--- config.mk ---
export PLATFORM = sky130hd
export DESIGN_NAME = reg_cmd_ctrl
export DESIGN_NICKNAME = d
export VERILOG_FILES = /design/src/rtl/reg_cmd_ctrl.sv
export SDC_FILE = /design/constraint.sdc
export NUM_CORES = 1
export LEC_CHECK = 0
export ABC_CLOCK_PERIOD_IN_PS = 1900
export CAP_MARGIN = 20
export CORE_ASPECT_RATIO = 1.5
export CORE_UTILIZATION = 47
export DETAILED_ROUTE_END_ITERATION = 10
export PLACE_DENSITY = 0.75
export SLEW_MARGIN = 10
export SYNTH_ARGS = -nofsm -noshare
export SYNTH_HDL_FRONTEND = slang
export SYNTH_SLANG_ARGS = --single-unit
--- constraint.sdc ---
create_clock -name CLK -period 1.9 [get_ports CLK]
set_input_delay 0.19 -clock CLK [delete_from_list [all_inputs] [get_ports CLK]]
set_output_delay 0.19 -clock CLK [all_outputs]
set_load 0.03 [all_outputs]
--- src/rtl/reg_cmd_ctrl.sv ---
// reg_cmd_ctrl: turns a received byte stream into RegFile write/read transactions
// and returns each read result as a single byte on the transmitter port.
// Commands: WR_CMD, addr, data  -> one RF_WrEn strobe
//           RD_CMD, addr        -> one RF_RdEn strobe, then read byte to TX
// Optional feature macro: RD_TIMEOUT_EN (read-wait timeout with error byte).
//
// state   | meaning
// IDLE    | waiting for a command byte
// WR_ADDR | write command seen, waiting for address byte
// WR_DATA | write address held, waiting for data byte
// RD_ADDR | read command seen, waiting for address byte
// RD_WAIT | read strobe issued, waiting for RegFile read data
// TX_SEND | read byte captured, waiting for transmitter to be free
module reg_cmd_ctrl #(
  parameter int unsigned               DATA_WIDTH     = 8,
  parameter int unsigned               ADDRESS_WIDTH  = 4,
  parameter logic [DATA_WIDTH-1:0]     WR_CMD         = 8'hAA,
  parameter logic [DATA_WIDTH-1:0]     RD_CMD         = 8'hBB,
  parameter int unsigned               TIMEOUT_CYCLES = 16,
  parameter logic [DATA_WIDTH-1:0]     RD_ERR_BYTE    = 8'hEE
) (
  input  logic                     CLK,
  input  logic                     RST,
  input  logic [DATA_WIDTH-1:0]    RX_P_DATA,
  input  logic                     RX_D_VLD,
  output logic                     RF_WrEn,
  output logic                     RF_RdEn,
  output logic [ADDRESS_WIDTH-1:0] RF_Address,
  output logic [DATA_WIDTH-1:0]    RF_WrData,
  input  logic [DATA_WIDTH-1:0]    RF_RdData,
  input  logic                     RF_RdData_Valid,
  output logic [DATA_WIDTH-1:0]    TX_P_DATA,
  output logic                     TX_D_VLD,
  input  logic                     TX_BUSY,
  output logic                     CMD_ERR
);

  typedef enum logic [2:0] {
    IDLE, WR_ADDR, WR_DATA, RD_ADDR, RD_WAIT, TX_SEND
  } state_t;

  state_t                   state_q, state_d;
  logic                     wr_en_q, wr_en_d;
  logic                     rd_en_q, rd_en_d;
  logic [ADDRESS_WIDTH-1:0] addr_q, addr_d;
  logic [ADDRESS_WIDTH-1:0] addr_pend_q, addr_pend_d;
  logic [DATA_WIDTH-1:0]    wdata_q, wdata_d;
  logic [DATA_WIDTH-1:0]    rbyte_q, rbyte_d;
  logic [DATA_WIDTH-1:0]    tx_data_q, tx_data_d;
  logic                     tx_vld_q, tx_vld_d;
  logic                     err_q, err_d;

  // Upper address-byte bits are deliberately ignored.
  logic unused_rx_hi;
  assign unused_rx_hi = ^RX_P_DATA[DATA_WIDTH-1:ADDRESS_WIDTH];

`ifdef RD_TIMEOUT_EN
  localparam int unsigned CNT_W = $clog2(TIMEOUT_CYCLES + 1);
  logic [CNT_W-1:0] cnt_q, cnt_d;
  logic             rd_expire;
  assign rd_expire = (cnt_q == CNT_W'(TIMEOUT_CYCLES - 1));
`else
  logic [DATA_WIDTH-1:0] unused_cfg;
  assign unused_cfg = RD_ERR_BYTE ^ DATA_WIDTH'(TIMEOUT_CYCLES);
`endif

  // Next-state and registered-output computation; strobes default low.
  always_comb begin
    state_d     = state_q;
    wr_en_d     = 1'b0;
    rd_en_d     = 1'b0;
    tx_vld_d    = 1'b0;
    err_d       = 1'b0;
    addr_d      = addr_q;
    addr_pend_d = addr_pend_q;
    wdata_d     = wdata_q;
    rbyte_d     = rbyte_q;
    tx_data_d   = tx_data_q;
`ifdef RD_TIMEOUT_EN
    cnt_d       = cnt_q;
`endif
    case (state_q)
      IDLE: begin
        if (RX_D_VLD) begin
          if (RX_P_DATA == WR_CMD)      state_d = WR_ADDR;
          else if (RX_P_DATA == RD_CMD) state_d = RD_ADDR;
          else                          err_d   = 1'b1;
        end
      end
      WR_ADDR: begin
        // Held aside so RF_Address only changes together with a strobe.
        if (RX_D_VLD) begin
          addr_pend_d = RX_P_DATA[ADDRESS_WIDTH-1:0];
          state_d     = WR_DATA;
        end
      end
      WR_DATA: begin
        if (RX_D_VLD) begin
          addr_d  = addr_pend_q;
          wdata_d = RX_P_DATA;
          wr_en_d = 1'b1;
          state_d = IDLE;
        end
      end
      RD_ADDR: begin
        if (RX_D_VLD) begin
          addr_d  = RX_P_DATA[ADDRESS_WIDTH-1:0];
          rd_en_d = 1'b1;
          state_d = RD_WAIT;
`ifdef RD_TIMEOUT_EN
          cnt_d   = '0;
`endif
        end
      end
      RD_WAIT: begin
        err_d = RX_D_VLD;
        if (RF_RdData_Valid) begin
          // Forward straight to TX when free to keep valid->TX latency at one cycle.
          if (!TX_BUSY) begin
            tx_data_d = RF_RdData;
            tx_vld_d  = 1'b1;
            state_d   = IDLE;
          end else begin
            rbyte_d = RF_RdData;
            state_d = TX_SEND;
          end
        end
`ifdef RD_TIMEOUT_EN
        else if (rd_expire) begin
          rbyte_d = RD_ERR_BYTE;
          err_d   = 1'b1;
          state_d = TX_SEND;
        end else begin
          cnt_d = cnt_q + 1'b1;
        end
`endif
      end
      TX_SEND: begin
        err_d = RX_D_VLD;
        if (!TX_BUSY) begin
          tx_data_d = rbyte_q;
          tx_vld_d  = 1'b1;
          state_d   = IDLE;
        end
      end
      default: state_d = IDLE;
    endcase
  end

  // State and output registers with synchronous reset.
  always_ff @(posedge CLK) begin
    if (RST) begin
      state_q     <= IDLE;
      wr_en_q     <= 1'b0;
      rd_en_q     <= 1'b0;
      addr_q      <= '0;
      addr_pend_q <= '0;
      wdata_q     <= '0;
      rbyte_q     <= '0;
      tx_data_q   <= '0;
      tx_vld_q    <= 1'b0;
      err_q       <= 1'b0;
`ifdef RD_TIMEOUT_EN
      cnt_q       <= '0;
`endif
    end else begin
      state_q     <= state_d;
      wr_en_q     <= wr_en_d;
      rd_en_q     <= rd_en_d;
      addr_q      <= addr_d;
      addr_pend_q <= addr_pend_d;
      wdata_q     <= wdata_d;
      rbyte_q     <= rbyte_d;
      tx_data_q   <= tx_data_d;
      tx_vld_q    <= tx_vld_d;
      err_q       <= err_d;
`ifdef RD_TIMEOUT_EN
      cnt_q       <= cnt_d;
`endif
    end
  end

  assign RF_WrEn    = wr_en_q;
  assign RF_RdEn    = rd_en_q;
  assign RF_Address = addr_q;
  assign RF_WrData  = wdata_q;
  assign TX_P_DATA  = tx_data_q;
  assign TX_D_VLD   = tx_vld_q;
  assign CMD_ERR    = err_q;

endmodule

Yosys cells after proc, flatten, opt, wreduce, memory -nomap -nowiden
Cells that the tools add are included.
W data, S select, Z words.

storage, ports and cells
  input port bits = 21
  output and inout port bits = 24
  flip-flop bits (word level) = 39
  logic and storage cells = 64

cells by class
  multiplexer cells = 25
  bitwise logic cells = 2
  equal/unequal tests = 15
  reduce and logical (&&, ||, !) cells = 12

operator list
  cell                  number
  $mux W3               9
  $mux W8               3
  $pmux W3 S6           1
  $eq A8 B8 Y1 const B  2
  $pmux W8 S2           1
  $ne A2 B2 Y1 const B  7
  $mux W4               2
  $pmux W4 S2           1
  $reduce_and A7 Y1     1
  $eq A3 B2 Y1 const B  2
  $eq A3 B3 Y1 const B  2
  $mux W1               6
  $reduce_and A3 Y1     2
  $reduce_or A2 Y1      3
  $pmux W1 S2           2
  $reduce_and A2 Y1     2
  $reduce_and A4 Y1     1
  $reduce_bool A2 Y1    2
  $eq A3 B1 Y1 const B  1
  $logic_not A3 Y1      1
  $ne A3 B3 Y1 const B  1
  $not A1 Y1            2

Longest topological paths before layout
  depth after elaboration = 5
  gate-level depth with buffers = 7

Worst setup path before layout
Ideal clock, no wire load.

  path type = flip-flop to flip-flop
  from = reg state_q[1]
  to = reg rbyte_q[6]
  setup time = 128 ps
  data arrival time = 1226 ps
  stages on the path, launching flop included = 6
  path buffers = 1
  clock period less this slack = 1353 ps
  path slack = 547 ps
  data required time = 1772 ps
  cells stage by stage = dfxtp_1 -> buf_6 -> nand2b_4 -> nor3_4 -> mux2i_1 -> nor2_1

between the ends
  cells in the longest elaborated chain, start to end = 2

RTL lines
  what                         RTL line  text
  start: declaration           42        state_t state_q, state_d;
  start signal: assignment     167       state_q <= state_d;
  $eq A3 B3 Y1                 82        case (state_q)
  $reduce_and A3 Y1 (no line)  n/a
  end signal: assignment       173       rbyte_q <= rbyte_d;
  end: declaration             48        logic [DATA_WIDTH-1:0] rbyte_q, rbyte_d;

No other way between the ends.
A chain may end at the register's enable or synchronous reset.

Final worst setup path
  from = reg tx_data_q[6], in the netlist TX_P_DATA[6]
  to = out TX_P_DATA[6]

RTL lines
  what                      RTL line  text
  start: declaration        49        logic [DATA_WIDTH-1:0] tx_data_q, tx_data_d;
  start signal: assignment  174       tx_data_q <= tx_data_d;
  end: declaration          32        output logic [DATA_WIDTH-1:0] TX_P_DATA,

No word-level cell between the ends.

==> flow_summary_export.csv <==
group,metric,value,unit
clock_tree,cts_buffers,5,
detailed_routing,drtPass1Iterations,4,
yosys,synth_warnings,0,
power_and_ir_drop,clock_power_share,44.0,%
setup_path,cp-start-kind,"register",
timing,rsz0062_at_grt,"false",
clock_tree,insertion_delay,0.30,ns
timing,setup_viol,0,
detailed_routing,wl_met3,174,um
floorplan,die_y,74.49,um
detailed_routing,ant_nets,0,
power_and_ir_drop,intPower,1.294,mW
global_route,grt_max_degree,30,
setup_path,reg2reg_from,"state_q[0]",
floorplan,coreArea,3383,sq um
placement,io_buffer_count,44,
floorplan,dieArea,3749,sq um
setup_path,cpMaxStageDelayCell,"clkdlybuf4s50_1",
setup_path,cp_num_buf_inv,1,
finish,num-fill-cells,276,
setup_path,slowest_delay,0.68,ns
setup_path,cp_data_required_time,1.71,ns
global_route,grt_use_total,20.89,%
setup_path,cp.arrival,1.32,ns
yosys,synth_edf_count,0,
flow_run,drv_cap,0,
finish,drive_gt1_share,8.370,%
yosys,async_flop_share,0,%
detailed_routing,wl_per_cell,13.41,um
placement,routabilityCongestion,0.7596,
global_route,antenna_found_initial,0,
clock_tree,cts_resized,0,
yosys,syn_inst,183,
finish,nets,247,
clock_tree,cts_max_level,2,
yosys,ys_seq_area_share,47.42,%
yosys,synth_flop_cell,"dfxtp_1",
yosys,synth.cell_area,1647,sq um
power_and_ir_drop,pwr-share-comb,5.8,%
finish,fin_area,2227,sq um
timing,worst_slew_pin_slew,0.3894,ns
floorplan,die_w,50.33,um
placement,dp_slack,0.2419,ns
detailed_routing,vias,1452,
setup_path,r2r_slack,0.40,ns
timing,fin_crit,1.511,ns
timing,setup-tns-final,0,ns
placement,hpwl,2620,um
setup_path,cp-end-kind,"output pin",
timing,finalHoldViolCount,0,
power_and_ir_drop,p_sw,337.3,uW
global_route,grt_remaining_overflow,0,
timing,relSlewSlack,74.01,%
clock_tree,cts_setup_buffers,0,
yosys,synth_cell_types,33,
setup_path,worstSetupPathType,"register to output pin",
clock_tree,cts_tree,"done",
timing,finalCritPeriodShare,79.52,%
setup_path,reg2reg_depth,4,
worst_hold_path,hold_path_class,"register to register",
setup_path,crit_chain,"clkdlybuf4s50_1",
detailed_routing,drt-initial-drc-count,26,
detailed_routing,top_layer_used,"met4",
timing,whs,0.4583,ns
clock_tree,root_buffer,"clkbuf_8",
power_and_ir_drop,ir_worst_vdd,0.7539,mV
timing,fin_skew,0.003675,ns
outcome,status,"finished clean",
power_and_ir_drop,power_density,732.4,nW/um^2
worst_hold_path,holdPathEnd,"RF_WrData[3]",
detailed_routing,via_per_inst,5.398,
detailed_routing,drc,0,
clock_tree,cts_sinks,39,
clock_tree,ctsHoldBuffers,0,
detailed_routing,drt-met1-wl,1424,um
finish,syn2layout_area_growth,35.26,%
finish,antenna_cells,0,
power_and_ir_drop,p_leak,0.7516,nW
power_and_ir_drop,p_sw_share,20.68,%
setup_path,critPathMaxFanout,2,
global_route,grt_pass1_vias,1381,
setup_path,cp_top_family,"buffers and inverters",
setup_path,r2r-end,"TX_P_DATA[7]",
worst_hold_path,hp-start,"RF_WrData[3]",
placement,place_area,2110,sq um
floorplan,initial_core_util,48.67,%
worst_hold_path,holdPathStages,2,
yosys,syn-num-nets,204,
timing,worst_slack,0.3891,ns
power_and_ir_drop,seq_power_share,50.2,%
yosys,ys_seq_elements,39,
floorplan,num_rows,26,
clock_tree,cts_buffer_depth,2,
yosys,syn-mean-instance-area,8.998,sq um
timing,slew_violations,0,
detailed_routing,routed_wirelength,3607,um
detailed_routing,wl_met2,1944,um
clock_tree,clk_transition_reported_paths,0.08,ns
global_route,grt_pass1_wl,5823,um
floorplan,io_pins,45,
timing,timing.fmax,661.8,MHz
## layout make-up
class | count | area, sq um | area share (%)
Timing Repair Buffer | 51 | 493.0 | 22.13
Clock inverter | 2 | 35.03 | 1.573
Sequential cell | 39 | 780.7 | 35.06
Multi-Input combinational cell | 129 | 783.3 | 35.17
Clock buffer | 6 | 82.58 | 3.708
Tap cell | 42 | 52.55 | 2.360
## sequential cells by signal (all words and copies together) (netlist names)
signal,flops
CMD_ERR,1
RF_Address,4
RF_RdEn,1
RF_WrData,8
RF_WrEn,1
TX_D_VLD,1
TX_P_DATA,8
addr_pend_q,4
rbyte_q,8
state_q,3
## layout by cell type (no fill, tap or decap), drive strengths merged, types with 2 or more instances in the layout
cell type,netlist,routed
nor3,5,5
dfxtp,39,39
nand2,28,28
nor2,28,28
and3b,2,2
a311oi,9,9
buf,8,7
clkbuf,7,6
a21oi,10,10
xnor2,2,2
nand4b,2,2
clkdlybuf4s50,0,44
nand3,8,8
nand2b,3,3
a211oi,4,4
mux2i,16,16
## layer usage
metal,track usage (%),vias up
li1,-,723
met2,37.48,41
met5,0,-
met4,11.42,0
met3,6.135,7
met1,21.65,681
## worst max-delay path by stage
| stage | startpoint | depth (start not counted) | to | slack, ns |
|---|---|---|---|---|
| 6_report | TX_P_DATA[6] | 1 | TX_P_DATA[6] | 0.39 |
| 5_1_grt | state_q[0] | 4 | TX_P_DATA[5] | 0.22 |
| 4_1_cts | TX_P_DATA[6] | 1 | TX_P_DATA[6] | 0.37 |
| 3_5_place_dp | RX_P_DATA[2] | 5 | state_q[1] | 0.24 |
| 3_3_place_gp | RX_D_VLD | 5 | RF_WrData[6] | 0.30 |
| 2_1_floorplan | state_q[1] | 5 | rbyte_q[6] | 0.55 |
## synthesized netlist by cell type, types with 2 or more instances
| master | n | share of area [%] |
|---|---|---|
| clkbuf_1 | 6 | 1.4 |
| buf_6 | 2 | 1.4 |
| a211oi_1 | 4 | 1.8 |
| and3b_1 | 2 | 1.1 |
| nand2b_1 | 2 | 0.76 |
| nor2_1 | 27 | 6.2 |
| dfxtp_1 | 39 | 47 |
| nand2_1 | 28 | 6.4 |
| nor3_1 | 4 | 1.2 |
| buf_2 | 5 | 1.5 |
| xnor2_1 | 2 | 1.1 |
| nand3_1 | 8 | 2.4 |
| nand4b_1 | 2 | 1.1 |
| mux2i_1 | 16 | 9.7 |
| a21oi_1 | 10 | 3.0 |
| a311oi_1 | 9 | 4.8 |
## worst min-delay path, stage by stage, from the launching register on
cell and delay (ns):
dfxtp_1 0.31, nand2_1 0.05, a21oi_1 0.05
## stage by stage
| step | std cells | utilization (%) | power [mW] |
|---|---|---|---|
| after floorplan | 183 | - | 0.8706 |
| after global placement | 261 | 62.35 | 0.9292 |
| after detailed placement | 261 | 62.35 | 0.9316 |
| after CTS | 269 | 65.83 | 1.649 |
| after global routing | 269 | 65.83 | 1.689 |
| final | 269 | 65.83 | 1.631 |
## power groups by stage
stage	logic, mW	clock network, mW	registers, mW
finish	0.0940	0.718	0.819
floorplan	0.0298	0	0.841
CTS	0.0938	0.736	0.819
detailed placement	0.0931	0	0.839
global placement	0.0908	0	0.838
global route	0.101	0.769	0.819
## cell families (layout without fill, tap and decap cells)
logic type | after synthesis | in the layout | share of synthesized area, %
compound gates | 28 | 28 | 11.78
xor+xnor | 2 | 2 | 1.064
buf+inv | 15 | 59 | 5.015
flops | 39 | 39 | 47.42
mux | 16 | 16 | 9.726
simple gates | 83 | 83 | 25.00
Note: power is estimated with default switching activity, not from simulation.
